**src/rtl/program_rom_pkg.sv**
```systemverilog
// Shared types and constants for the 4-bit computer's instruction store:
// word layout, opcode encodings and the built-in default program.
package program_rom_pkg;

  localparam int ROM_ADDR_W = 4;
  localparam int ROM_DATA_W = 8;
  localparam int ROM_DEPTH  = 1 << ROM_ADDR_W;

  typedef enum logic [3:0] {
    OP_NOP = 4'h0,
    OP_LDA = 4'h1,
    OP_ADD = 4'h2,
    OP_SUB = 4'h3,
    OP_OUT = 4'h4,
    OP_JMP = 4'h5,
    OP_JZ  = 4'h6,
    OP_HLT = 4'hF
  } opcode_e;

  typedef struct packed {
    opcode_e    opcode;
    logic [3:0] operand;
  } instr_t;

  typedef logic [ROM_DEPTH-1:0][ROM_DATA_W-1:0] image_t;

  function automatic logic [ROM_DATA_W-1:0] mk_instr(opcode_e op, logic [3:0] operand);
    instr_t i;
    i.opcode  = op;
    i.operand = operand;
    return i;
  endfunction

  // Count up from 1 via the accumulator forever; slot 15 parks a HLT.
  function automatic image_t default_image();
    image_t img;
    img     = '0;
    img[0]  = mk_instr(OP_LDA, 4'd0);
    img[1]  = mk_instr(OP_ADD, 4'd1);
    img[2]  = mk_instr(OP_OUT, 4'd0);
    img[3]  = mk_instr(OP_JMP, 4'd1);
    img[15] = mk_instr(OP_HLT, 4'd0);
    return img;
  endfunction

  localparam image_t DEFAULT_IMAGE = default_image();

endpackage

```
**src/rtl/program_rom_if.sv**
```systemverilog
// Fetch and load-port bundle between the CPU/loader (master) and the ROM (slave).
interface program_rom_if
  import program_rom_pkg::*;
#(
  parameter int ADDR_W = ROM_ADDR_W,
  parameter int DATA_W = ROM_DATA_W
);
  logic [ADDR_W-1:0] addr;
  logic [DATA_W-1:0] prog;
  logic [DATA_W-1:0] prog_q;
  logic              wr_en;
  logic [ADDR_W-1:0] wr_addr;
  logic [DATA_W-1:0] wr_data;
  logic              modified;

  modport master (
    output addr, wr_en, wr_addr, wr_data,
    input  prog, prog_q, modified
  );

  modport slave (
    input  addr, wr_en, wr_addr, wr_data,
    output prog, prog_q, modified
  );
endinterface

```
**src/rtl/program_rom.sv**
```systemverilog
// 16x8 writable instruction store: async fetch, registered fetch copy,
// runtime load port, and async restore of the default program on reset.
module program_rom
  import program_rom_pkg::*;
#(
  parameter int ADDR_W = ROM_ADDR_W,
  parameter int DATA_W = ROM_DATA_W
) (
  input  logic           clk,
  input  logic           rst_n,
  program_rom_if.slave   bus
);

  localparam int DEPTH = 1 << ADDR_W;

  logic [DEPTH-1:0][DATA_W-1:0] mem;

  assign bus.prog = mem[bus.addr];

  // prog_q samples the pre-edge array, so a same-address write is read-before-write.
  always_ff @(posedge clk or negedge rst_n) begin
    if (!rst_n) begin
      mem          <= DEFAULT_IMAGE;
      bus.prog_q   <= '0;
      bus.modified <= 1'b0;
    end else begin
      bus.prog_q <= mem[bus.addr];
      if (bus.wr_en) begin
        mem[bus.wr_addr] <= bus.wr_data;
        bus.modified     <= 1'b1;
      end
    end
  end

endmodule

```
**src/flat_wrapper.sv**
```systemverilog
// flat-port wrapper written by rule: the top's interface ports become plain ports
module program_rom_flat import program_rom_pkg::*;
#(
  parameter int ADDR_W = ROM_ADDR_W,
  parameter int DATA_W = ROM_DATA_W
)
  (clk, rst_n, bus_addr, bus_wr_en, bus_wr_addr, bus_wr_data, bus_prog, bus_prog_q, bus_modified);
  program_rom_if #(.ADDR_W(ADDR_W), .DATA_W(DATA_W)) bus_i ();
  input  logic clk;
  input  logic rst_n;
  input wire logic [$bits(bus_i.addr)-1:0] bus_addr;
  input wire logic [$bits(bus_i.wr_en)-1:0] bus_wr_en;
  input wire logic [$bits(bus_i.wr_addr)-1:0] bus_wr_addr;
  input wire logic [$bits(bus_i.wr_data)-1:0] bus_wr_data;
  output wire logic [$bits(bus_i.prog)-1:0] bus_prog;
  output wire logic [$bits(bus_i.prog_q)-1:0] bus_prog_q;
  output wire logic [$bits(bus_i.modified)-1:0] bus_modified;
  assign bus_i.addr = bus_addr;
  assign bus_i.wr_en = bus_wr_en;
  assign bus_i.wr_addr = bus_wr_addr;
  assign bus_i.wr_data = bus_wr_data;
  assign bus_prog = bus_i.prog;
  assign bus_prog_q = bus_i.prog_q;
  assign bus_modified = bus_i.modified;
  program_rom #(.ADDR_W(ADDR_W), .DATA_W(DATA_W)) u_core (.clk(clk), .rst_n(rst_n), .bus(bus_i));
endmodule
```
**config.mk**
```make
export PLATFORM = sky130hd
export DESIGN_NAME = program_rom_flat
export DESIGN_NICKNAME = d
export VERILOG_FILES = /design/src/rtl/program_rom_pkg.sv /design/src/rtl/program_rom_if.sv /design/src/rtl/program_rom.sv /design/src/flat_wrapper.sv
export SDC_FILE = /design/constraint.sdc
export NUM_CORES = 1
export LEC_CHECK = 0
export CAP_MARGIN = 20
export CORE_MARGIN = 8
export CORE_UTILIZATION = 55
export CTS_BUF_LIST = sky130_fd_sc_hd__clkbuf_4
export DETAILED_ROUTE_END_ITERATION = 7
export HOLD_SLACK_MARGIN = 0.12
export PLACE_DENSITY = 0.86
export SLEW_MARGIN = 20
export SYNTH_ARGS = -nofsm -noshare
export SYNTH_HDL_FRONTEND = slang
export SYNTH_SLANG_ARGS = --single-unit
```
**constraint.sdc**
```tcl
create_clock -name clk -period 3 [get_ports clk]
set_input_delay 0.9 -clock clk [delete_from_list [all_inputs] [get_ports clk]]
set_output_delay 0.9 -clock clk [all_outputs]
set_load 0.005 [all_outputs]
```
==> impl_metrics.yaml, run 1 <==
synthesis:
  yosys_warnings: 0
  synth_cells: 375
  ys.flop_type: "dfrtp_1"
  ys_top_cells_by_count: "dfrtp_1 (126), mux2_2 (120), mux4_2 (32)"
  synthMostInstantiatedCell: "dfrtp_1"
  ys_seq_area_frac: 0.559
  async_flop_share: 1.00
  syn_avg_cell_area_sq_um: 16.4
  ys_top_cells_by_area: "dfrtp_1 (51%), mux2_2 (22%), mux4_2 (12%)"
  yosys.area.top_type: "dfrtp_1"
  synth_area_sq_mm: 0.00616
  ys_ff_latch: 137
  synth_top_area_frac: 0.512
  syn_nets: 394
  synth_edf_count: 0
  synth.distinct_cells: 27
drt:
  post_drt_wl_per_cell_microns: 23.7
  firstDrtPassIters: 5
  viasPerCell: 6.04
  antenna_left: 0
  routed_wl_microns: 14800
  drc: 0
  drtIter0Drc: 257
  vias: 3788
clocking:
  clkLatencyLatePin_ns: 0.54
  clockBufferDepth: 2
  clock-root-buffer: "clkbuf_4"
  cts_tree: "built"
  cts_buffers: 17
  clkTransAtPathRegs_ns: 0.11
  postCtsHoldBufs: 0
  cts_max_level: 4
  cts.sinks: 137
hold_path:
  hp-class: "input pin to async pin"
placed_design:
  gp_congestion: 0.795
  hpwl_microns: 8780
  pre_cts_ws_ns: -0.753
  port_buffers: 35
sta:
  hold_viol: 0
  slew_headroom: 0.598
  timing.fmax_ghz: 0.322
  finalMaxSlewViolations: 0
  skew_ns: 0.0182
  tightest_slew_ns: 0.603
  grt_setup_unrepaired: "true"
  setup_viol: 8
  fin_crit_sh: 1.04
  fin_ws_ns: -0.110
  period_needed_ns: 3.11
setup_path:
  critPathCaptureType: "output pin"
  worstSetupStartpointType: "input pin"
  reg2reg_depth: 15
  critPathArrivalTime_ns: 2.21
  required_ns: 2.10
  worstPathMaxFanout: 5
  crit_type: "input pin to output pin"
power_and_ir_drop:
  ir_worst_vdd_mv: 0.511
  power_uw: 4980
  power_density_mw_per_mm2: 656
  leakagePower_uw: 0.00329
floorplan:
  chipHeight_microns: 122
  io_pins: 36
  die_area_sq_mm: 0.0148
  start_util: 0.566
  die-width_microns: 122
  fp-row-count: 38
  core_sq_mm: 0.0109
final_layout:
  area_delta_synth_final_pct: 23.3
  drive_gt1_frac: 0.637
  n_antenna_cell: 0
  final_nets: 493
  final_core_util: 0.698
grt:
  grt_pass1_vias: 4264
  grt_max_degree: 60
  groute.usage.overall: 0.214
  antenna_found_initial: 0
  grt_pass1_wl_microns: 23800
  overflow: 0
run_status:
  outcome: "complete, but fails checks"
  violations: "negative setup slack"
run:
  maxCapViolCount: 0
==> metal layers <==
layer	track usage	vias up	wire (microns)
li1	-	1607	-
met1	0.269	2029	6160
met2	0.344	128	7450
met3	0.0662	24	974
met4	0.0802	0	265
met5	0	-	0
==> cell usage in the layout (no fill, tap or decap), drive strengths merged, types with 3 or more instances in the layout <==
cell type and instances:
dfrtp 126, mux4 32, clkbuf 19, bufinv 3, a22oi 16, clkdlybuf4s50 22, buf 80, dfstp 11
mux2 128, nor3 6, nand2b 3, nand2 10, clkinv 10, nor2 7
==> sequential cells by signal (all words and copies together) (netlist names) <==
register / count
u_core.bus.prog_q: 8
u_core.bus.modified: 1
u_core.mem: 128
==> what timing repair did <==
action	CTS	global route
endpoints found under the setup margin	8	10
resized for setup	76	7
pin swaps	21	6
buffers inserted	36	6
gates cloned	3	0
==> through the flow <==
step,instance area (sq um),hold slack [ns],TNS [ns],cells
floorplan,6160,0.462,0,375
global placement,6820,0.453,-5.64,554
detailed placement,6820,0.455,-5.76,554
CTS,7550,0.320,-0.405,625
global route,7590,0.325,-0.911,627
finish,7590,0.319,-0.605,627
==> area by class of cell <==
| class | instances | area [sq um] |
|---|---|---|
| Sequential cell | 137 | 3440 |
| Fill cell | 707 | 3290 |
| Multi-Input combinational cell | 214 | 2680 |
| Timing Repair Buffer | 104 | 1030 |
| Tap cell | 140 | 175 |
| Clock buffer | 19 | 143 |
| Clock inverter | 13 | 134 |
==> worst paths after layout <==
| kind | start | endpoint | slack (ns) |
|---|---|---|---|
| max reg2reg | u_core.mem[89] | u_core.bus.prog_q[1] | 0.29 |
| min reg2reg | u_core.bus.modified | u_core.bus.modified | 0.48 |
| max | bus_addr[0] | bus_prog[4] | -0.11 |
| max in group asynchronous | rst_n | u_core.mem[125] | 1.91 |
| min in group clk | u_core.bus.modified | u_core.bus.modified | 0.48 |
| min | rst_n | u_core.mem[0] | 0.32 |
==> report_power, final <==
| group | switching [uW] | internal (uW) | total, uW |
|---|---|---|---|
| combinational | 444 | 796 | 1240 |
| sequential | 223 | 2300 | 2520 |
| clock | 648 | 574 | 1220 |
| total | 1310 | 3670 | 4980 |
==> critical path: stages <==
cell and delay, ns:
buf_12 0.12, buf_12 0.12, buf_12 0.11, mux4_2 0.50, a22oi_2 0.21, nand2_2 0.10, buf_6 0.13
==> cells by family after synthesis <==
logic type / count (synthesis) / synth area share
compound gates: 16 / 0.0195
buf+inv: 24 / 0.0195
flops: 137 / 0.559
mux: 160 / 0.356
simple gates: 38 / 0.0459
No activity file was read; power rests on OpenSTA's default activity.
==> run 2, diff against run 1 <==
Settings changed: HOLD_SLACK_MARGIN 0.12 to 0.02.
==> results of run 2 <==
No change in the layout: final DEF, timing and power equal those of run 1.
